File: src/rtl/apb_pkg.sv
// Shared definitions for the APB requester.
//   apb_state_e : FSM state encoding (IDLE/SETUP/ACCESS)
//   APB_*       : default bus widths and wait-state timeout
//   GPIO_*      : register map of the GPIO peripheral on this bus
package apb_pkg;

  typedef enum logic [1:0] {
    IDLE   = 2'b00,
    SETUP  = 2'b01,
    ACCESS = 2'b10
  } apb_state_e;

  localparam int APB_ADDR_W  = 8;
  localparam int APB_DATA_W  = 8;
  localparam int APB_TIMEOUT = 16;

  localparam logic [7:0] GPIO_DIR = 8'h10;
  localparam logic [7:0] GPIO_IN  = 8'h11;
  localparam logic [7:0] GPIO_OUT = 8'h12;

endpackage

File: src/rtl/apb_master.sv
// APB requester: converts single-beat commands into APB SETUP/ACCESS
// transfers and returns one response per command. A wait-state timeout
// ends a transfer with an error if pready never arrives.
//
// Ports
//   pclk, preset            : clock, synchronous active-high reset
//   cmd_valid/cmd_ready     : command handshake (ready only in IDLE)
//   cmd_write/addr/wdata    : command contents
//   rsp_valid/error/rdata   : one-cycle response; error = timeout
//   psel/penable/pwrite     : APB control
//   paddr/pw_data           : APB address / write data
//   prdata/pready           : APB read data / ready from peripheral
module apb_master
  import apb_pkg::*;
#(
  parameter int ADDR_W  = APB_ADDR_W,
  parameter int DATA_W  = APB_DATA_W,
  parameter int TIMEOUT = APB_TIMEOUT
) (
  input  logic              pclk,
  input  logic              preset,
  input  logic              cmd_valid,
  output logic              cmd_ready,
  input  logic              cmd_write,
  input  logic [ADDR_W-1:0] cmd_addr,
  input  logic [DATA_W-1:0] cmd_wdata,
  output logic              rsp_valid,
  output logic              rsp_error,
  output logic [DATA_W-1:0] rsp_rdata,
  output logic [ADDR_W-1:0] paddr,
  output logic [DATA_W-1:0] pw_data,
  output logic              pwrite,
  output logic              psel,
  output logic              penable,
  input  logic [DATA_W-1:0] prdata,
  input  logic              pready
);

  localparam int CNT_W = $clog2(TIMEOUT + 1);
  // Counter value seen on the TIMEOUT-th ACCESS cycle.
  localparam logic [CNT_W-1:0] CNT_LAST = CNT_W'(TIMEOUT - 1);

  apb_state_e        state_q;
  logic [CNT_W-1:0]  wait_cnt_q;
  logic              cmd_ready_q;
  logic              rsp_valid_q;
  logic              rsp_error_q;
  logic [DATA_W-1:0] rsp_rdata_q;
  logic [ADDR_W-1:0] paddr_q;
  logic [DATA_W-1:0] pw_data_q;
  logic              pwrite_q;
  logic              psel_q;
  logic              penable_q;

  // cmd_ready is a register: it is low during reset and rises on the
  // first clock after reset release, so the handshake is cmd_valid &
  // cmd_ready_q rather than just being in IDLE.
  always_ff @(posedge pclk) begin
    if (preset) begin
      state_q     <= IDLE;
      wait_cnt_q  <= '0;
      cmd_ready_q <= 1'b0;
      rsp_valid_q <= 1'b0;
      rsp_error_q <= 1'b0;
      rsp_rdata_q <= '0;
      paddr_q     <= '0;
      pw_data_q   <= '0;
      pwrite_q    <= 1'b0;
      psel_q      <= 1'b0;
      penable_q   <= 1'b0;
    end else begin
      rsp_valid_q <= 1'b0;
      rsp_error_q <= 1'b0;
      case (state_q)
        IDLE: begin
          cmd_ready_q <= 1'b1;
          if (cmd_valid && cmd_ready_q) begin
            pwrite_q    <= cmd_write;
            paddr_q     <= cmd_addr;
            pw_data_q   <= cmd_wdata;
            psel_q      <= 1'b1;
            penable_q   <= 1'b0;
            cmd_ready_q <= 1'b0;
            state_q     <= SETUP;
          end
        end
        SETUP: begin
          penable_q <= 1'b1;
          state_q   <= ACCESS;
        end
        ACCESS: begin
          // pready on the last allowed cycle wins over the timeout.
          if (pready || (wait_cnt_q == CNT_LAST)) begin
            psel_q      <= 1'b0;
            penable_q   <= 1'b0;
            rsp_valid_q <= 1'b1;
            rsp_error_q <= ~pready;
            if (pready && !pwrite_q) begin
              rsp_rdata_q <= prdata;
            end
            wait_cnt_q  <= '0;
            cmd_ready_q <= 1'b1;
            state_q     <= IDLE;
          end else begin
            wait_cnt_q <= wait_cnt_q + CNT_W'(1);
          end
        end
        default: begin
          psel_q    <= 1'b0;
          penable_q <= 1'b0;
          state_q   <= IDLE;
        end
      endcase
    end
  end

  assign cmd_ready = cmd_ready_q;
  assign rsp_valid = rsp_valid_q;
  assign rsp_error = rsp_error_q;
  assign rsp_rdata = rsp_rdata_q;
  assign paddr     = paddr_q;
  assign pw_data   = pw_data_q;
  assign pwrite    = pwrite_q;
  assign psel      = psel_q;
  assign penable   = penable_q;

endmodule

File: config.mk
export PLATFORM = sky130hd
export DESIGN_NAME = apb_master
export DESIGN_NICKNAME = d
export VERILOG_FILES = /design/src/rtl/apb_pkg.sv /design/src/rtl/apb_master.sv
export SDC_FILE = /design/constraint.sdc
export NUM_CORES = 1
export LEC_CHECK = 0
export BUFFER_PORTS_ARGS = -buffer_cell sky130_fd_sc_hd__buf_2
export CORE_UTILIZATION = 49
export CTS_CLUSTER_SIZE = 30
export DETAILED_ROUTE_END_ITERATION = 10
export PLACE_DENSITY = 0.82
export SYNTH_ARGS = -nofsm -noshare
export SYNTH_HDL_FRONTEND = slang
export SYNTH_SLANG_ARGS = --single-unit
File: constraint.sdc
create_clock -name pclk -period 4.65 [get_ports pclk]
set_input_delay 0.6975 -clock pclk [delete_from_list [all_inputs] [get_ports pclk]]
set_output_delay 0.6975 -clock pclk [all_outputs]
set_load 0.03 [all_outputs]
==> results by group <==
Floorplanning
  – Die W: 54.4 um
  – FP Rows: 18
  – Die ar.: 2960 um2
  – Top Ports: 59
  – Initial Util: 52.9%
  – Height of the die: 54.4 um
  – Core area: 2540 um2

Clock tree
  – Post-CTS setup repair buffer count: 0
  – Worst skew pair latency: 0.33 ns
  – Num CTS Buffers: 5
  – CTS tree: done
  – Hold buffers post-CTS: 0
  – H-Tree Depth: 2
  – Clock Pin Slew Worst Setup and Hold Paths: 0.11 ns
  – Resize count post-CTS: 0
  – Root Driver: clkbuf_4
  – Sink Count: 36
  – CTS Buffer Depth: 2

Place
  – I/O Buffers: 58
  – Placed Instance Area: 1630 um2
  – Pre-CTS setup slack: 2.66 ns
  – RePlAce Congestion: 0.740
  – Hpwl dp: 2.04 mm

Critical path
  – Launch point of the worst path: wait_cnt_q[0]$_SDFFE_PP0N_
  – Startpoint types: flip-flop
  – R2R cell count: 6
  – CP Max Fanout: 6
  – Worst Path Arrival: 2.25 ns
  – Required time worst endpoint: 4.90 ns
  – R2R Setup Slk: 2.65 ns
  – RR Endpoint: wait_cnt_q[3]$_SDFFE_PP0N_
  – Worst setup EP type: flip-flop
  – Crit path kind: reg2reg
  – Worst R2R Start: wait_cnt_q[0]$_SDFFE_PP0N_

Timing
  – Slew Viols, Final: 0
  – Final period util: 43.1%
  – Skew final: 0.0124 ns
  – Rel. slew slack: 48.8%
  – Setup WS post-layout: 2.65 ns
  – FMAX: 499 MHz
  – Setup TNS: 0 ns
  – RSZ-0062 raised after global routing: no
  – Worst-margin pin slew: 0.764 ns
  – Final min period: 2.00 ns
  – Final Hold Fails: 0
  – Setup violators final: 0

Power and ir drop
  – Tot Pwr: 643 uW
  – Leak: 0.765 nW
  – Max rail drop VDD: 0.275 mV
  – Pwr Density: 373 nW/um2

Synth
  – Gate Count Post-Synth: 150
  – Top cells by area, synth: dfxtp_1 (54%), nand2_1 (10%), a21oi_1 (8.2%)
  – Synth Register Bits: 36
  – Syn nets: 181
  – Post-synth top flop: dfxtp_1
  – Cell type with the largest total area after synthesis: dfxtp_1
  – EDFF count, synth: 0
  – Yosys warns: 0
  – Seq/Total Area, Yosys: 53.5%
  – Syn avg cell area: 8.98 um2
  – Mapped Area: 1350 um2
  – Post-synth ARST share: 0%
  – Top-area cell type share of the netlist area: 53.5%
  – Synth cell types: 26
  – Commonest cells in the netlist: dfxtp_1 (36), nand2_1 (36), a21oi_1 (22), nor2_1 (15), mux2i_1 (9)

Final layout
  – Share of post-route cells with drive strength above 1: 33.3%
  – Syn-to-layout area delta: 28.3%
  – Ant. Diodes: 0
  – Util after Layout: 67.8%
  – Nets@finish: 237
  – Fill count: 206
  – Post-route cell area: 1730 um2

GRT
  – Vias in the first global route: 1013
  – Overall global routing resource usage: 21.0%
  – Global route overflow: 0
  – Global-route wire length before repair: 4.35 mm
  – Initial antenna violation count: 0
  – Largest net degree at the start of global routing: 37

Hold path
  – Hold Crit Depth: 2
  – Hold_sp: pw_data[0]$_SDFFE_PP0P_
  – HP Class: reg2reg
  – Worst hold endpoint: pw_data[0]$_SDFFE_PP0P_

Detailed routing
  – Number of remaining DRC errors: 0
  – Routed len/inst: 12.0 um
  – Vias: 1209
  – Vias per cell: 5.10
  – Detail Route Antenna Nets: 0
  – Initial drt markers: 21
  – First drt pass iteration count: 4
  – DRT Wirelength: 2.83 mm

Flow run
  – Max cap viols: 0

Outcome
  – Status: completed
[cells by family (layout without fill, tap and decap cells)]
kind of cell / Yosys count / in the layout / share of synthesized area, %
fa+ha+maj: 2 / 2 / 1.86
simple gates: 65 / 65 / 23.5
flops: 36 / 36 / 53.5
mux: 9 / 9 / 6.69
compound gates: 27 / 27 / 10.7
buf+inv: 11 / 68 / 3.72
[report_power, final]
part           switching (mW)  leakage (nW)  internal (mW)
combinational          0.0475         0.421         0.0253
clock                   0.101        0.0515          0.143
sequential            0.00710         0.292          0.319
[how the worst max path moves through the flow]
stage                                             to  cells past startpoint
after global placement    wait_cnt_q[3]$_SDFFE_PP0N_                      6
after global routing      wait_cnt_q[3]$_SDFFE_PP0N_                      6
after detailed placement  wait_cnt_q[3]$_SDFFE_PP0N_                      6
final                     wait_cnt_q[3]$_SDFFE_PP0N_                      6
after CTS                 wait_cnt_q[3]$_SDFFE_PP0N_                      6
after floorplan           wait_cnt_q[3]$_SDFFE_PP0N_                      6
[layout make-up]
type                            count  area, um2  share of cell area, %
Inverter                            2       7.51                  0.435
Sequential cell                    36        721                   41.7
Multi-Input combinational cell    103        576                   33.3
Clock inverter                      1       30.0                   1.74
Clock buffer                        7       65.1                   3.77
Timing Repair Buffer               58        290                   16.8
Tap cell                           30       37.5                   2.17
[placed cells by master (no fill, tap or decap), drive strengths merged]
| cell type | n |
|---|---|
| nor4b | 2 |
| nand3 | 2 |
| nor2 | 15 |
| nand3b | 1 |
| bufinv | 1 |
| or3b | 1 |
| nor3 | 2 |
| buf | 58 |
| o21a | 1 |
| and3 | 1 |
| clkbuf | 7 |
| or2b | 1 |
| o31ai | 1 |
| a21oi | 22 |
| and4bb | 2 |
| dfxtp | 36 |
| ha | 2 |
| mux2i | 9 |
| inv | 2 |
| a22oi | 1 |
| nand2b | 1 |
| nand4bb | 1 |
| o21ai | 1 |
| nand2 | 36 |
| a31oi | 1 |
[sequential cells by signal, indices dropped and copies added (netlist names)]
register / flops
rsp_rdata: 8
wait_cnt_q: 5
state_q: 1
pw_data: 8
rsp_error: 1
paddr: 8
cmd_ready: 1
psel: 1
pwrite: 1
rsp_valid: 1
penable: 1
[per-layer routing]
| layer | GRT usage [%] | vias up | share of wire [%] |
|---|---|---|---|
| met5 | 0 | - | 0 |
| met4 | 8.97 | 0 | 0.28 |
| met3 | 7.22 | 2 | 6.5 |
| met2 | 32.9 | 46 | 48 |
| met1 | 25.8 | 544 | 45 |
| li1 | - | 617 | - |
[per-stage QoR]
| step | cells | hold WS [ns] |
|---|---|---|
| finish | 237 | 0.457 |
| global route | 237 | 0.477 |
| CTS | 237 | 0.460 |
| detailed placement | 229 | 0.445 |
| global placement | 229 | 0.438 |
| floorplan | 150 | 0.432 |
[critical path, stage by stage, from the launching register on]
cell and delay [ns]:
dfxtp_1 0.35, ha_1 0.23, and3_1 0.18, ha_1 0.25
nor4b_4 0.40, or3b_1 0.39, a31oi_1 0.13
No activity file was read; power rests on OpenSTA's default activity.
